===== src/rtl/muldiv_sequencer.sv =====
// muldiv_sequencer: EX-stage controller for the M-extension units.
// Issues work to a fixed-latency pipelined multiplier or an iterative divider,
// stalls the front end while an operation is outstanding, resolves divide-by-zero
// and signed overflow locally, and presents the 32-bit result for one cycle.
//
// Handshake: an M-op is accepted in the cycle where state is IDLE, ex_valid and
// ex_muldiv are high and kill is low (the issue cycle). stall is held high from
// the issue cycle until the result is captured. result_valid is high for exactly
// one cycle (DONE) with stall low, and the EX stage consumes the result in that
// cycle. kill overrides everything: it drops stall/result_valid in the same
// cycle and returns the sequencer to IDLE.
module muldiv_sequencer #(
    parameter int MUL_LATENCY = 2  // legal range 1..15
) (
    input  logic        clk,
    input  logic        rst_n,
    input  logic        ex_valid,
    input  logic        ex_muldiv,
    input  logic [2:0]  ex_funct3,
    input  logic [31:0] ex_rs1_val,
    input  logic [31:0] ex_rs2_val,
    input  logic        kill,
    input  logic [63:0] mul_product,
    input  logic        div_done,
    input  logic [31:0] div_quotient,
    input  logic [31:0] div_remainder,
    output logic        mul_start,
    output logic        mul_a_signed,
    output logic        mul_b_signed,
    output logic        div_start,
    output logic        div_signed,
    output logic        div_abort,
    output logic        stall,
    output logic [31:0] result,
    output logic        result_valid,
    output logic [1:0]  dbg_state
);

    typedef enum logic [1:0] {
        S_IDLE     = 2'd0,
        S_MUL_WAIT = 2'd1,
        S_DIV_WAIT = 2'd2,
        S_DONE     = 2'd3
    } state_t;

    // Counter is loaded so that it reaches zero in the cycle mul_product is valid.
    localparam logic [3:0] CNT_LOAD = 4'(MUL_LATENCY - 1);

    state_t      state_q, state_d;
    logic [3:0]  cnt_q, cnt_d;
    logic [31:0] result_q, result_d;
    logic [2:0]  funct3_q, funct3_d;

    logic issue;
    logic is_div_op;
    logic div_by_zero;
    logic signed_ovf;
    logic fast_path;

    // Issue decode and the two divide cases answered without the divider.
    always_comb begin
        issue       = (state_q == S_IDLE) & ex_valid & ex_muldiv & ~kill;
        is_div_op   = ex_funct3[2];
        div_by_zero = (ex_rs2_val == 32'd0);
        // Only DIV/REM (funct3[0] = 0) are signed and can overflow.
        signed_ovf  = ~ex_funct3[0] & (ex_rs1_val == 32'h8000_0000)
                      & (ex_rs2_val == 32'hFFFF_FFFF);
        fast_path   = is_div_op & (div_by_zero | signed_ovf);
    end

    // Next-state, counter, latched funct3 and result capture.
    always_comb begin
        state_d  = state_q;
        cnt_d    = cnt_q;
        result_d = result_q;
        funct3_d = funct3_q;
        if (kill) begin
            state_d = S_IDLE;
            cnt_d   = 4'd0;
        end else begin
            case (state_q)
                S_IDLE: begin
                    if (issue) begin
                        funct3_d = ex_funct3;
                        if (!is_div_op) begin
                            cnt_d   = CNT_LOAD;
                            state_d = S_MUL_WAIT;
                        end else if (fast_path) begin
                            state_d = S_DONE;
                            if (div_by_zero) begin
                                // REM/REMU return the dividend, DIV/DIVU all ones.
                                result_d = ex_funct3[1] ? ex_rs1_val : 32'hFFFF_FFFF;
                            end else begin
                                result_d = ex_funct3[1] ? 32'd0 : 32'h8000_0000;
                            end
                        end else begin
                            state_d = S_DIV_WAIT;
                        end
                    end
                end
                S_MUL_WAIT: begin
                    if (cnt_q == 4'd0) begin
                        // MUL takes the low word; MULH/MULHSU/MULHU the high word.
                        result_d = (funct3_q[1:0] == 2'b00) ? mul_product[31:0]
                                                            : mul_product[63:32];
                        state_d  = S_DONE;
                    end else begin
                        cnt_d = cnt_q - 4'd1;
                    end
                end
                S_DIV_WAIT: begin
                    if (div_done) begin
                        result_d = funct3_q[1] ? div_remainder : div_quotient;
                        state_d  = S_DONE;
                    end
                end
                S_DONE: begin
                    state_d = S_IDLE;
                end
                default: begin
                    state_d = S_IDLE;
                end
            endcase
        end
    end

    // Unit controls and pipeline handshake; combinational so the issue cycle
    // and kill take effect in the same cycle they occur.
    always_comb begin
        mul_start    = issue & ~is_div_op;
        mul_a_signed = mul_start & ((ex_funct3 == 3'b001) | (ex_funct3 == 3'b010));
        mul_b_signed = mul_start & (ex_funct3 == 3'b001);
        div_start    = issue & is_div_op & ~fast_path;
        div_signed   = div_start & ~ex_funct3[0];
        div_abort    = kill & (state_q == S_DIV_WAIT);
        stall        = ~kill & (issue | (state_q == S_MUL_WAIT) | (state_q == S_DIV_WAIT));
        result_valid = ~kill & (state_q == S_DONE);
        result       = result_q;
        dbg_state    = state_q;
    end

    // State register; async reset returns to IDLE with a cleared result.
    always_ff @(posedge clk or negedge rst_n) begin
        if (!rst_n) begin
            state_q  <= S_IDLE;
            cnt_q    <= 4'd0;
            result_q <= 32'd0;
            funct3_q <= 3'd0;
        end else begin
            state_q  <= state_d;
            cnt_q    <= cnt_d;
            result_q <= result_d;
            funct3_q <= funct3_d;
        end
    end

endmodule


===== config.mk =====
export PLATFORM = sky130hd
export DESIGN_NAME = muldiv_sequencer
export DESIGN_NICKNAME = d
export VERILOG_FILES = /design/src/rtl/muldiv_sequencer.sv
export SDC_FILE = /design/constraint.sdc
export NUM_CORES = 1
export LEC_CHECK = 0
export ABC_AREA = 1
export CAP_MARGIN = 15
export CORE_MARGIN = 10
export CORE_UTILIZATION = 40
export DETAILED_ROUTE_END_ITERATION = 8
export PLACE_DENSITY_LB_ADDON = 0.12
export SLEW_MARGIN = 10
export SYNTH_ARGS = -nofsm -noshare
export SYNTH_HDL_FRONTEND = slang
export SYNTH_SLANG_ARGS = --single-unit

===== constraint.sdc =====
create_clock -name clk -period 3 [get_ports clk]
set_input_delay 0.6 -clock clk [delete_from_list [all_inputs] [get_ports clk]]
set_output_delay 0.6 -clock clk [all_outputs]
set_load 0.01 [all_outputs]

# Word level (Yosys, flattened, before mapping)
# Cells that the tools add are included.
# W data, S select, Z words.
[word_totals]
reg_bits = 40
inputBits = 201
elab_cells = 78
[op_classes]
addsub = 1
n_eq_ne = 17
n_mux = 23
bitwise = 23
reduce_logical = 10
[op_table]
columns = ["op", "count"]
rows = [
  ["$mux W32", 10],
  ["$pmux W32 S3", 1],
  ["$eq A32 B32 Y1 const B", 2],
  ["$logic_not A32 Y1", 1],
  ["$mux W4", 4],
  ["$and A1 B1 Y1", 15],
  ["$ne A3 B3 Y1 const B", 5],
  ["$mux W2", 5],
  ["$ne A2 B2 Y1 const B", 5],
  ["$pmux W2 S4", 1],
  ["$pmux W4 S2", 1],
  ["$reduce_and A7 Y1", 1],
  ["$reduce_and A3 Y1", 2],
  ["$reduce_bool A3 Y1", 2],
  ["$eq A2 B2 Y1 const B", 2],
  ["$logic_not A2 Y1", 2],
  ["$logic_not A4 Y1", 1],
  ["$not A1 Y1", 4],
  ["$or A1 B1 Y1", 4],
  ["$reduce_and A4 Y1", 1],
  ["$sub A4 B1 Y4 const B", 1],
  ["$eq A3 B1 Y1 const B", 1],
  ["$eq A3 B2 Y1 const B", 1],
  ["$eq A2 B1 Y1 const B", 1],
  ["$mux W1", 1],
]

# Depth between registers and ports, before layout
# Gate-level depths: netlist of run 1.
[logic_depth]
word_depth = 10
ltp_mapped = 14
depth_no_buf = 13

# Worst setup path before layout of run 1
# Ideal clock, no wire load.
[synth_timing]
kind = "reg2out"
startpoint = "register state_q[0] (netlist: dbg_state[0])"
endpoint = "output mul_a_signed"
arrival_ns = 1.600
t_required_ns = 2.400
setup_slack_ns = 0.800
path_stages_with_launch = 9
n_path_buf = 0
cell_sequence = "dfrtp_1 -> inv_1 -> ha_1 -> nand3_2 -> nor2_2 -> inv_2 -> nor2_1 -> inv_1 -> a21oi_1"
[synth_via]
elab_chain_len = 6
[synth_rtl]
columns = ["item", "line", "text"]
rows = [
  ["start, declared", "49", "state_t state_q, state_d;"],
  ["start signal, assigned", "150", "state_q <= state_d;"],
  ["$logic_not A2 Y1", "62", "issue = (state_q == S_IDLE) & ex_valid & ex_muldiv & ~kill;"],
  ["$and A1 B1 Y1 (3 in a row)", "62", ""],
  ["$and A1 B1 Y1", "130", "mul_start = issue & ~is_div_op;"],
  ["via mul_start", "27", "output logic mul_start,"],
  ["$and A1 B1 Y1", "131", "mul_a_signed = mul_start & ((ex_funct3 == 3'b001) | (ex_funct3 == 3'b010));"],
  ["end, declared", "28", "output logic mul_a_signed,"],
]
# The timed path passes the listed nets, and every way through them passes these cells.

# Worst setup path in the final report of run 1
[layout_timing]
startpoint = "input ex_rs2_val[3]"
endpoint = "output div_start"
[layout_via]
elab_chain_len = 6
[layout_rtl]
columns = ["item", "line", "text"]
rows = [
  ["start, declared", "21", "input logic [31:0] ex_rs2_val,"],
  ["$eq A32 B32 Y1", "67", "& (ex_rs2_val == 32'hFFFF_FFFF);"],
  ["$and A1 B1 Y1", "67", ""],
  ["$or A1 B1 Y1 *", "68", "fast_path = is_div_op & (div_by_zero | signed_ovf);"],
  ["$and A1 B1 Y1 *", "68", ""],
  ["$not A1 Y1 *", "133", "div_start = issue & is_div_op & ~fast_path;"],
  ["$and A1 B1 Y1 *", "133", ""],
  ["end, declared", "30", "output logic div_start,"],
]
# Every way passes the cells marked *; elsewhere a longest branch is shown, timed or not.

==> results.tsv, run 1 <==
metric	value	unit
Leak	2.71	nW
Post-CTS Resized	0	
Final Slew Violations	0	
clk root buf	clkbuf_8	
Worst Tran Pin Value	1.07	ns
largest net degree at the start of global routing	41	
core area	9150	um^2
fin crit share	95.7	%
Final Hold Fails	0	
Final Skew	0.00473	ns
Gate Count Post-Synth	567	
Sw Share	48.3	%
power share of the clock group	9.8	%
CP Launch Type	primary input	
vias in the first global route	5078	
Worst Hold Class	in2async	
crit-path cells	clkdlybuf4s50_1 -> nand2_1 -> nor3_1 -> buf_4 -> nand2_1 -> nor2_2 -> nand3_2 -> nand2_4 -> nor2_1 -> clkdlybuf4s50_1	
crit-path max FO	3	
Initial Util	40.6	%
WL final	17600	um
combinational power share	69.4	%
Worst VDD drop	0.000682	V
Slew headroom	28.3	%
Clk pin slew, worst setup/hold paths	0.08	ns
# fillers	831	
Yosys top cell area share	26.9	%
Buf/Inv on CP	3	
Setup Slack @ Placement	0.0323	ns
most frequent cells in the layout	clkdlybuf4s50_1 (239), nand2_1 (137), o21ai_0 (87), nor2_1 (76), dfrtp_1 (39)	
Critical Path RT	2.40	ns
count of input and output buffers	242	
Power Internal	0.00205	W
global-route wire length before repair	26900	um
cell taking the most area after synthesis	dfrtp_1	
Slowest-stage cell, CP	clkdlybuf4s50_1	
CTS sink cnt	40	
Row Count	35	
Die X	116	um
Max Clock Freq	348	MHz
initial antenna violation count	1	
worst hold slack	0.451	ns
H-tree Lvls	2	
syn nets	774	
synthesized flop and latch total	40	
Synth warnings	0	
Avg WL per Cell	19.4	um
layout cells sized above 1	6.30	%
Vias/cell	5.43	
CTS tree	done	
DR DRC count	0	
commonest non-fill, non-tap cell in the layout	clkdlybuf4s50_1	
vias	4917	
HPWL after DPL	14100	um
CTS buffer count	5	
Switch Pwr	0.00191	W
DRT Pass-1 Iters	8	
worst path setup slack after routing	0.129	ns
Routed Antenna Nets	0	
number of setup buffers added after CTS	0	
distinct cell type count after synthesis	35	
Die ar.	13500	um^2
WS Path Type	in2out	
Ports	243	
Post-Syn Area per Cell	6.55	um^2
gr usage total	25.1	%
Post-Syn Area	3720	um^2
Vert. Die Dim	116	um
Power Total	0.00396	W
Final Wtd Congestion	0.880	
Initial DRC Count	348	
maxcap violations	0	
register area share after synthesis	26.9	%
# nets final	1001	
minimum clock period	2.87	ns
PwrDens	630	nW/um^2
Area Growth Syn to Fin	69.2	%
delay-heaviest family, CP	buffers and inverters	
Worst-Skew Late Latency	0.29	ns
CTS Hold Bufs	0	
final setup violation count	0	
largest cells by area after synthesis	dfrtp_1 (27%), nand2_1 (14%), o21ai_0 (12%), mux2i_1 (8.6%), nor2_1 (7.8%)	
Slowest Stage Delay on Critical Path	0.48	ns
Setup crit end kind	primary output	
CP Data Arrival Time	2.27	ns
Reg power frac	20.8	%
RSZ-0062 raised after global routing	no	
GRT overflow	0	
Clock Path Buffers	2	
post-route setup TNS	0	ns
status	finished, final reports clean	
per-stage QoR:
stage | util, % | instance area (um^2) | std cells
after floorplan | - | 3720 | 567
after global placement | 67.5 | 6180 | 898
after detailed placement | 67.5 | 6180 | 898
after CTS | 68.6 | 6280 | 905
after global routing | 68.7 | 6290 | 906
final | 68.7 | 6290 | 906
final timing paths:
check,from,endpoint,slack (ns),cells past startpoint
min reg2reg,result[6]$_DFFE_PN0P_,result[6]$_DFFE_PN0P_,0.47,2
min in group clk,result[6]$_DFFE_PN0P_,result[6]$_DFFE_PN0P_,0.47,2
max,ex_rs2_val[3],div_start,0.13,10
max in group asynchronous,rst_n,funct3_q[1]$_DFFE_PN0P_,1.92,1
max reg2reg,dbg_state[0]$_DFFE_PN0P_,result[23]$_DFFE_PN0P_,0.75,9
min,rst_n,result[1]$_DFFE_PN0P_,0.45,1
sequential cells by signal, summed over array words and instances, names as in the netlist:
register	flops
cnt_q	4
dbg_state	2
funct3_q	2
result	32
power groups by stage:
stage / Clock (W) / Combinational, W / Sequential [W]
3_3_place_gp: 0 / 0.00267 / 0.000827
3_5_place_dp: 0 / 0.00274 / 0.000832
4_1_cts: 0.000402 / 0.00275 / 0.000822
5_1_grt: 0.000431 / 0.00302 / 0.000847
2_1_floorplan: 0 / 0.00161 / 0.000890
6_report: 0.000390 / 0.00275 / 0.000821
routing by layer:
layer | wire, um | global-route usage [%]
met5 | 0 | 0
met4 | 282 | 5.92
met3 | 2000 | 8.89
met2 | 8910 | 45.8
met1 | 6420 | 27.1
worst reg2reg max path, stage by stage, from the launching register on:
cell and delay [ns]:
dfrtp_1 0.40, inv_1 0.10, ha_1 0.25, clkinv_1 0.08, buf_4 0.35, o21ai_2 0.16
nor4_4 0.28, nand2_4 0.30, nand2_1 0.16, nand2_1 0.06
cell type report:
cell class	count	area [um^2]	share of cell area, %
Antenna cell	1	2.50	0.0398
Timing Repair Buffer	259	2550	40.5
Multi-Input combinational cell	460	2390	38.1
Clock buffer	7	96.3	1.53
Sequential cell	40	1000	15.9
Inverter	28	105	1.67
Tap cell	111	139	2.21
synth_stat cells:
cell type and number:
nand4_4 1, inv_2 4, o21ai_2 1, a31oi_1 1, o211ai_1 1, nand3_1 37, nand2_1 137, nor2_2 7
clkbuf_1 16, nand4_1 2, o22ai_1 34, o32ai_1 2, and2_0 1, nor2_1 77, nand2_4 2, nand2_2 2
buf_6 7, o21ai_0 87, clkinv_1 2, buf_2 7, inv_1 22, nor3_1 5, buf_4 3, o21ai_1 13
nand3_2 2, a21oi_1 4, dfrtp_1 40, nor2_4 2, nor3_2 1, nor4_4 1, mux2i_1 32, xor2_1 1
nand3b_1 1, ha_1 6, buf_1 6
cells by family after synthesis:
logic type	after synthesis	share of synthesized area, %
compound gates	143	20.8
xor+xnor	1	0.236
fa+ha+maj	6	2.02
buf+inv	67	8.72
flops	40	26.9
mux	32	8.62
simple gates	278	32.7
(Power assumes the default switching activity.)
==> run 2: changes to the inputs <==
- CTS_CLUSTER_DIAMETER: unset -> 200
==> results of run 2 <==
No change in the layout: final DEF, timing and power equal those of run 1.
